## config.mk

```make
export PLATFORM = sky130hd
export DESIGN_NAME = motor_cmd_scheduler
export DESIGN_NICKNAME = d
export VERILOG_FILES = /design/src/rtl/motor_cmd_scheduler.sv
export SDC_FILE = /design/constraint.sdc
export NUM_CORES = 1
export LEC_CHECK = 0
export CAP_MARGIN = 20
export CELL_PAD_IN_SITES_DETAIL_PLACEMENT = 1
export CELL_PAD_IN_SITES_GLOBAL_PLACEMENT = 1
export CORE_MARGIN = 2
export CORE_UTILIZATION = 40
export DETAILED_ROUTE_END_ITERATION = 8
export PLACE_DENSITY_LB_ADDON = 0.1
export SLEW_MARGIN = 10
export SYNTH_ARGS = -nofsm -noshare
export SYNTH_HDL_FRONTEND = slang
export SYNTH_SLANG_ARGS = --single-unit
```

## constraint.sdc

```tcl
create_clock -name clk -period 5.43 [get_ports clk]
set_clock_uncertainty 0.2 [all_clocks]
set_input_delay 0.8145 -clock clk [delete_from_list [all_inputs] [get_ports clk]]
set_output_delay 0.8145 -clock clk [all_outputs]
set_load 0.01 [all_outputs]
```

## src/rtl/motor_cmd_scheduler.sv

```systemverilog
// rtl/motor_cmd_scheduler.sv - motor command arbiter and JSON frame sequencer
module motor_cmd_scheduler #(
  parameter int N_REQ    = 3,
  parameter int PERIOD   = 500,
  parameter int TICK_DIV = 50000,
  parameter int LEASE    = 100,
  localparam int TW = $clog2(PERIOD),
  localparam int GW = (N_REQ > 1) ? $clog2(N_REQ) : 1
) (
  input  logic               clk,
  input  logic               rst,
  input  logic [N_REQ-1:0]   req_valid,
  input  logic [N_REQ*5-1:0] req_cmd,
  input  logic               snd_valid,
  input  logic               snd_ready,
  output logic [TW-1:0]      timer_value,
  output logic [4:0]         motor_cmd,
  output logic [GW-1:0]      grant_id,
  output logic               grant_valid,
  output logic               frame_busy,
  output logic               cmd_err
);

  localparam int PW = $clog2(TICK_DIV);
  localparam int LW = $clog2(LEASE + 1);

  typedef enum logic [1:0] {COUNT, FIRE, BUSY} state_t;

  state_t          state, state_n;
  logic [PW-1:0]   presc;
  logic            tick;
  logic [TW-1:0]   cnt, cnt_n;
  logic            seen, seen_n, pend, pend_n, pend_now;
  logic [1:0]      wd, wd_n;
  logic            frame_end, commit;
  logic [4:0]      cmd_q [N_REQ];
  logic [LW-1:0]   lease_q [N_REQ];
  logic [N_REQ-1:0] load, bad;
  logic [4:0]      win_cmd;
  logic [GW-1:0]   win_id;
  logic            win_valid;
  logic            handshake_unused;

  // Frame boundaries follow snd_valid alone; the handshake is kept for observability.
  assign handshake_unused = snd_valid & snd_ready;

  assign tick = (presc == PW'(TICK_DIV - 1));

  always_ff @(posedge clk or posedge rst) begin
    if (rst)       presc <= '0;
    else if (tick) presc <= '0;
    else           presc <= presc + PW'(1);
  end

  always_comb begin
    load = '0;
    bad  = '0;
    for (int i = 0; i < N_REQ; i++) begin
      load[i] = req_valid[i] &  $onehot(req_cmd[5*i +: 5]);
      bad[i]  = req_valid[i] & ~$onehot(req_cmd[5*i +: 5]);
    end
  end

  // A fresh load takes precedence over the tick decrement.
  always_ff @(posedge clk or posedge rst) begin
    if (rst) begin
      cmd_err <= 1'b0;
      for (int i = 0; i < N_REQ; i++) begin
        cmd_q[i]   <= '0;
        lease_q[i] <= '0;
      end
    end else begin
      cmd_err <= |bad;
      for (int i = 0; i < N_REQ; i++) begin
        if (load[i]) begin
          cmd_q[i]   <= req_cmd[5*i +: 5];
          lease_q[i] <= LW'(LEASE);
        end else if (tick && lease_q[i] != '0) begin
          lease_q[i] <= lease_q[i] - LW'(1);
        end
      end
    end
  end

  // Scan from the top so the lowest active index is the last writer.
  always_comb begin
    win_cmd   = 5'b00001;
    win_id    = '0;
    win_valid = 1'b0;
    for (int i = N_REQ - 1; i >= 0; i--) begin
      if (lease_q[i] != '0) begin
        win_cmd   = cmd_q[i];
        win_id    = GW'(i);
        win_valid = 1'b1;
      end
    end
  end

  assign pend_now  = pend | (tick & (cnt == TW'(1)));
  assign frame_end = (state == BUSY) && !snd_valid && (seen || wd == 2'd3);

  always_comb begin
    state_n = state;
    cnt_n   = cnt;
    seen_n  = seen;
    pend_n  = pend;
    wd_n    = wd;
    commit  = 1'b0;
    case (state)
      COUNT: begin
        if (tick) begin
          if (cnt == TW'(1)) begin
            commit  = 1'b1;
            state_n = FIRE;
          end else begin
            cnt_n = cnt - TW'(1);
          end
        end
      end
      FIRE: begin
        cnt_n   = TW'(PERIOD - 1);
        wd_n    = 2'd0;
        seen_n  = 1'b0;
        pend_n  = 1'b0;
        state_n = BUSY;
      end
      BUSY: begin
        if (tick && cnt != TW'(1)) cnt_n = cnt - TW'(1);
        if (wd != 2'd3) wd_n = wd + 2'd1;
        if (frame_end) begin
          seen_n = 1'b0;
          pend_n = 1'b0;
          if (pend_now) begin
            commit  = 1'b1;
            state_n = FIRE;
          end else begin
            state_n = COUNT;
          end
        end else begin
          if (snd_valid) seen_n = 1'b1;
          pend_n = pend_now;
        end
      end
      default: state_n = COUNT;
    endcase
  end

  always_ff @(posedge clk or posedge rst) begin
    if (rst) begin
      state       <= COUNT;
      cnt         <= TW'(PERIOD - 1);
      seen        <= 1'b0;
      pend        <= 1'b0;
      wd          <= 2'd0;
      motor_cmd   <= 5'b00001;
      grant_id    <= '0;
      grant_valid <= 1'b0;
    end else begin
      state <= state_n;
      cnt   <= cnt_n;
      seen  <= seen_n;
      pend  <= pend_n;
      wd    <= wd_n;
      if (commit) begin
        motor_cmd   <= win_cmd;
        grant_id    <= win_id;
        grant_valid <= win_valid;
      end
    end
  end

  assign timer_value = (state == FIRE) ? '0 : cnt;
  assign frame_busy  = (state != COUNT);

endmodule

```

==> results_dict.tcl, run 1 <==
set metrics [dict create \
    status "complete, no violations" \
    grt_overflow 0 \
    globalplace.congestion 0.747 \
    syn_area_per_cell_um2 9.46 \
    path_class "input pin to flop" \
    yosysMostFrequentCell "dfrtp_1" \
    vias_per_cell 5.10 \
    setup_viol 0 \
    postCtsHoldBufs 0 \
    power.density_mw_per_mm2 377 \
    antenna_found_initial 0 \
    start_util_pct 41.4 \
    cp.required_ns 5.45 \
    drv_cap 0 \
    relSlewSlack_pct 39.0 \
    yosysUniqueCellTypes 53 \
    grtUsageTotal_pct 17.2 \
    syn2layout_area_growth_pct 18.4 \
    antenna_cells 0 \
    synth_flop_cell "dfrtp_1" \
    nNetsFinal 513 \
    synth-edff-count 0 \
    worstReg2RegStart "presc[12]$_DFF_PP0_" \
    drtAntennaViolNets 0 \
    clk_latency_ns 0.34 \
    fill_cells 1163 \
    synth.largest_area_cell "dfrtp_1" \
    final_core_utilization_pct 49.1 \
    cts_tree "done" \
    hold_depth 2 \
    grt_max_degree 44 \
    yosys.area.top_type_share_pct 41.8 \
    coreArea_mm2 0.00982 \
    syn_inst 430 \
    hold-worst-slack_ns 0.288 \
    rr_worst_depth 6 \
    fp.dieH_um 105 \
    totalWireLength_um 8730 \
    reg2reg_slack_ns 2.40 \
    wl_per_cell_um 14.4 \
    die_w_um 105 \
    dr.pass1.iters 4 \
    dp_hpwl_um 6490 \
    reg2reg_to "cnt[8]$_DFFE_PP1P_" \
    synthArstFlopShare_pct 100 \
    syn_area_mm2 0.00407 \
    cts_root_buf "clkbuf_8" \
    holdCritPathClass "flop to flop" \
    drt_iter0_markers 70 \
    ys_warn_count 0 \
    power.static_leakage_nw 2.13 \
    finalHoldViolCount 0 \
    h-tree-depth 3 \
    cts.sinks 76 \
    dieArea_mm2 0.0110 \
    post-cts-setup-buffers 0 \
    vias 3098 \
    synth_seq_area_share_pct 47.0 \
    cp-end-kind "flop" \
    io_pins 41 \
    io_buffer_count 39 \
    worst_pin_slew_ns 0.907 \
    cts_buffers 9 \
    finalCritPeriodShare_pct 61.1 \
    grt_pass1_wl_um 15400 \
    synthTopCellsByArea "dfrtp_1, dfstp_2, ha_1" \
    path_clk_slew_ns 0.08 \
    crit_path_start_kind "input pin" \
    fin_crit_ns 3.32 \
    drc 0 \
    min_to "cmd_q[8]$_DFFE_PP0P_" \
    final_area_mm2 0.00482 \
    synth_common_cells "dfrtp_1, nor2_1, nand2_1" \
    worstHoldStart "cmd_q[8]$_DFFE_PP0P_" \
    peakVddDrop_mv 0.219 \
    placed_area_mm2 0.00458 \
    tns_ns 0 \
    layout-drive-gt1-share_pct 10.3 \
    cts_resized 0 \
    grt_pass1_vias 3309 \
    timing.fmax_ghz 0.301 \
    rsz0062_at_grt "false" \
    worstPathMaxFanout 13 \
    rows 36 \
    yosys_register_bits 76 \
    cts_buffer_depth 2 \
    crit_arrival_ns 3.34 \
    drv_slew 0 \
    syn_nets 474 \
]
## worst max-delay path, cell delays in order
cell and delay (ns):
clkdlybuf4s50_1 0.45, inv_1 0.07, fa_1 0.50, fa_1 0.37
inv_1 0.07, ha_1 0.22, nor3_1 0.31, nand2_1 0.30
nand2_1 0.15, o21ai_0 0.09
## sequential cells by signal, summed over array words and instances (netlist names)
| register | cells |
|---|---|
| seen | 1 |
| motor_cmd | 5 |
| state | 2 |
| presc | 16 |
| lease_q | 21 |
| grant_valid | 1 |
| wd | 2 |
| cmd_err | 1 |
| cnt | 9 |
| pend | 1 |
| cmd_q | 15 |
| grant_id | 2 |
## cell type report
| type | instances | area (um^2) | area share, % |
|---|---|---|---|
| Tap cell | 133 | 166 | 3.45 |
| Timing Repair Buffer | 41 | 405 | 8.42 |
| Clock inverter | 5 | 83.8 | 1.74 |
| Clock buffer | 11 | 151 | 3.14 |
| Multi-Input combinational cell | 300 | 1940 | 40.4 |
| Sequential cell | 76 | 1910 | 39.7 |
| Inverter | 41 | 154 | 3.19 |
## layer usage
metal	global-route usage, %	vias to the layer above	part of all wire (%)
met2	29.2	38	49
li1	-	1531	-
met3	2.99	11	2.2
met5	0	-	0
met4	5.33	0	1.4
met1	22.4	1518	47
## metrics by stage
stage | power [W] | instances | setup slack, ns
floorplan | 0.00113 | 430 | 2.43
global placement | 0.00131 | 591 | 1.77
detailed placement | 0.00134 | 591 | 1.74
CTS | 0.00184 | 607 | 2.10
global route | 0.00195 | 607 | 1.83
finish | 0.00182 | 607 | 2.11
## where the power goes
part           switching (W)  internal, W  leakage (nW)  total (W)
sequential         0.0000757     0.000685         0.933   0.000760
clock               0.000216     0.000285         0.112   0.000501
combinational       0.000300     0.000255          1.08   0.000556
total               0.000593      0.00122          2.13    0.00182
## cell families (layout without fill, tap and decap cells)
| logic type | after synthesis | after routing | share of synthesized area (%) |
|---|---|---|---|
| AO/OA/AOI/OAI | 64 | 64 | 10.4 |
| XOR/XNOR | 30 | 30 | 6.46 |
| adder cells (fa/ha/maj) | 22 | 22 | 7.87 |
| buffers and inverters | 54 | 98 | 5.44 |
| flip-flops | 76 | 76 | 47.0 |
| multiplexers | 2 | 2 | 0.523 |
| AND/OR/NAND/NOR | 182 | 182 | 22.3 |
## cell usage in the layout, fill, tap and decap left out, types with 6 or more instances in the layout
master,instances
o21ai_1,6
ha_1,16
clkbuf_8,11
nand3_1,17
nor3_1,14
a21oi_1,8
clkdlybuf4s50_1,39
nor2_1,50
nor2b_1,6
fa_1,6
xnor2_1,8
o21ai_0,22
inv_1,40
nand2_1,46
dfrtp_1,68
xor2_1,22
nand4_1,12
dfstp_2,8
## worst max path at each step
stage	end	from	slack, ns	depth (start not counted)
after floorplan	cmd_q[0]$_DFFE_PP0P_	req_cmd[10]	2.43	10
after global placement	cmd_q[1]$_DFFE_PP0P_	req_cmd[10]	1.77	10
after detailed placement	cmd_q[1]$_DFFE_PP0P_	req_cmd[10]	1.74	10
after CTS	timer_value[2]	state[1]$_DFFE_PP0P_	2.10	6
after global routing	cmd_q[4]$_DFFE_PP0P_	req_cmd[10]	1.83	10
final	cmd_q[13]$_DFFE_PP0P_	req_cmd[0]	2.11	10
No activity file was read; power rests on OpenSTA's default activity.
==> inputs of run 2 (changes only) <==
==> constraint.sdc (replaced) <==
create_clock -name clk -period 3 [get_ports clk]
set_clock_uncertainty 0.2 [all_clocks]
set_input_delay 0.45 -clock clk [delete_from_list [all_inputs] [get_ports clk]]
set_output_delay 0.45 -clock clk [all_outputs]
set_load 0.01 [all_outputs]
==> run 2 against run 1 <==
  * Register-to-register slack worse by 2.0 ns
  * Cell count is 2.6% higher
  * Critical path depth unchanged
  * Via count up 2.1%
  * First-iteration DRC count fell by 10%
  * Clock power up 68%
  * Setup slack lost 1.9 ns
  * Power increased by 80%
  * Global-route usage rose by 0.98 points
==> results_dict.tcl, run 2 (synthesis gave the netlist of run 1 again) <==
set metrics [dict create \
    dp_hpwl_um 6790 \
    cts_buffer_depth 2 \
    grt_max_degree 77 \
    path_class "input pin to flop" \
    cp.required_ns 3.02 \
    dp.cells 608 \
    globalplace.congestion 0.736 \
    cts_buffers 9 \
    post-cts-setup-buffers 0 \
    io_buffer_count 39 \
    timing.fmax_ghz 0.354 \
    fin_crit_ns 2.83 \
    status "complete, no violations" \
    finalCritPeriodShare_pct 94.2 \
    crit_path_start_kind "input pin" \
    critical_path.max_stage_delay_ns 0.49 \
    rsz0062_at_grt "true" \
    vias 3164 \
    finalHoldViolCount 0 \
    crit_arrival_ns 2.85 \
    fp.dieH_um 105 \
    nNetsFinal 530 \
    multiInputGateArea_mm2 0.00195 \
    grt_pass1_vias 3400 \
    largest_reg_flops 21 \
    final_core_utilization_pct 50.2 \
    relSlewSlack_pct 58.7 \
    fill_cells 1193 \
    cp_cell_sequence "clkdlybuf4s50_1 -> inv_1 -> fa_1 -> fa_1 -> inv_1 -> ha_1 -> nor3_1 -> buf_4 -> nand2b_1 -> o221ai_1" \
    drv_slew 0 \
    clk_latency_ns 0.36 \
    p_total_w 0.00327 \
    drv_cap 0 \
    grt_overflow 0 \
    power.static_leakage_nw 2.21 \
    top_register "lease_q" \
    place_ws_ns -0.245 \
    power.density_mw_per_mm2 663 \
    cp-end-kind "flop" \
    drt_iter0_markers 63 \
    syn2layout_area_growth_pct 21.2 \
    setup_viol 0 \
    largestRegisters "lease_q: 21 flops, presc: 16 flops, cmd_q: 15 flops" \
    totalWireLength_um 9260 \
    path_clk_slew_ns 0.08 \
    regArea_mm2 0.00191 \
    start_util_pct 41.4 \
    layout_common_cells "dfrtp_1, nor2_1, nand2_1" \
    drc 0 \
    wl_per_cell_um 14.9 \
    cts_root_buf "clkbuf_8" \
    coreArea_mm2 0.00982 \
    layout-drive-gt1-share_pct 13.5 \
    vias_per_cell 5.08 \
    cts.sinks 76 \
    drtAntennaViolNets 0 \
    peakVddDrop_mv 0.229 \
    worstPathMaxFanout 2 \
    rows 36 \
    dieArea_mm2 0.0110 \
    critPathSlowestCell "fa_1" \
    tns_ns 0 \
    antenna_cells 0 \
    final_cell_count_no_fill 623 \
    grt_pass1_wl_um 16000 \
    dr.pass1.iters 4 \
    antenna_found_initial 0 \
    h-tree-depth 3 \
    worst_slack_ns 0.174 \
    cts_tree "done" \
    worst_pin_slew_ns 0.618 \
    grtUsageTotal_pct 18.2 \
    holdCritPathClass "flop to flop" \
    die_w_um 105 \
    final_common_cell "dfrtp_1" \
    io_pins 41 \
]
==> run 2: final timing paths <==
| check | startpoint | to | slack [ns] | cells after the start |
|---|---|---|---|---|
| max | req_cmd[5] | cmd_err$_DFF_PP0_ | 0.17 | 10 |
| min | cmd_q[6]$_DFFE_PP0P_ | cmd_q[6]$_DFFE_PP0P_ | 0.28 | 2 |
| max reg2reg | presc[12]$_DFF_PP0_ | grant_id[0]$_DFFE_PP0P_ | 0.39 | 4 |
| min reg2reg | cmd_q[6]$_DFFE_PP0P_ | cmd_q[6]$_DFFE_PP0P_ | 0.28 | 2 |
| max in group asynchronous | rst | motor_cmd[0]$_DFFE_PP1P_ | 1.93 | 3 |
| min in group asynchronous | rst | presc[5]$_DFF_PP0_ | 0.31 | 3 |
==> run 2: final cells by class <==
type | count | area share [%]
clock buffer | 10 | 2.59
clock inverter | 5 | 1.57
tap | 133 | 3.37
sequential | 76 | 38.8
inverter | 41 | 3.12
multi-input combinational | 300 | 39.5
timing repair buffer | 58 | 11.1
==> run 2: through the flow <==
| step | hold WS, ns | area [um^2] |
|---|---|---|
| finish | 0.284 | 4930 |
| global route | 0.308 | 4930 |
| CTS | 0.289 | 4930 |
| detailed placement | 0.271 | 4720 |
| global placement | 0.269 | 4720 |
| floorplan | 0.249 | 4070 |
==> run 2: critical path, delay by kind of cell <==
| family | cells | cell delay [ns] |
|---|---|---|
| AOI/OAI and AO/OA | 1 | 0.14 |
| adders and majority gates | 3 | 1.08 |
| buffers and inverters | 4 | 0.74 |
| and+or+nand+nor | 2 | 0.45 |
==> run 2: per-layer routing <==
metal | routed length (um) | vias to the layer above | GRT usage (%)
li1 | - | 1558 | -
met1 | 4310 | 1557 | 22.8
met2 | 4590 | 41 | 31.3
met3 | 239 | 8 | 3.62
met4 | 112 | 0 | 6.29
met5 | 0 | - | 0
==> run 2: power breakdown <==
part,internal [W],switching [W],leakage (nW)
Combinational,0.000493,0.000552,1.17
Sequential,0.00124,0.000143,0.933
Clock,0.000461,0.000381,0.102
==> run 2: timing repair <==
action,CTS,global route
endpoints found under the setup margin,0,12
hold buffers,0,0
gates resized for setup,0,2
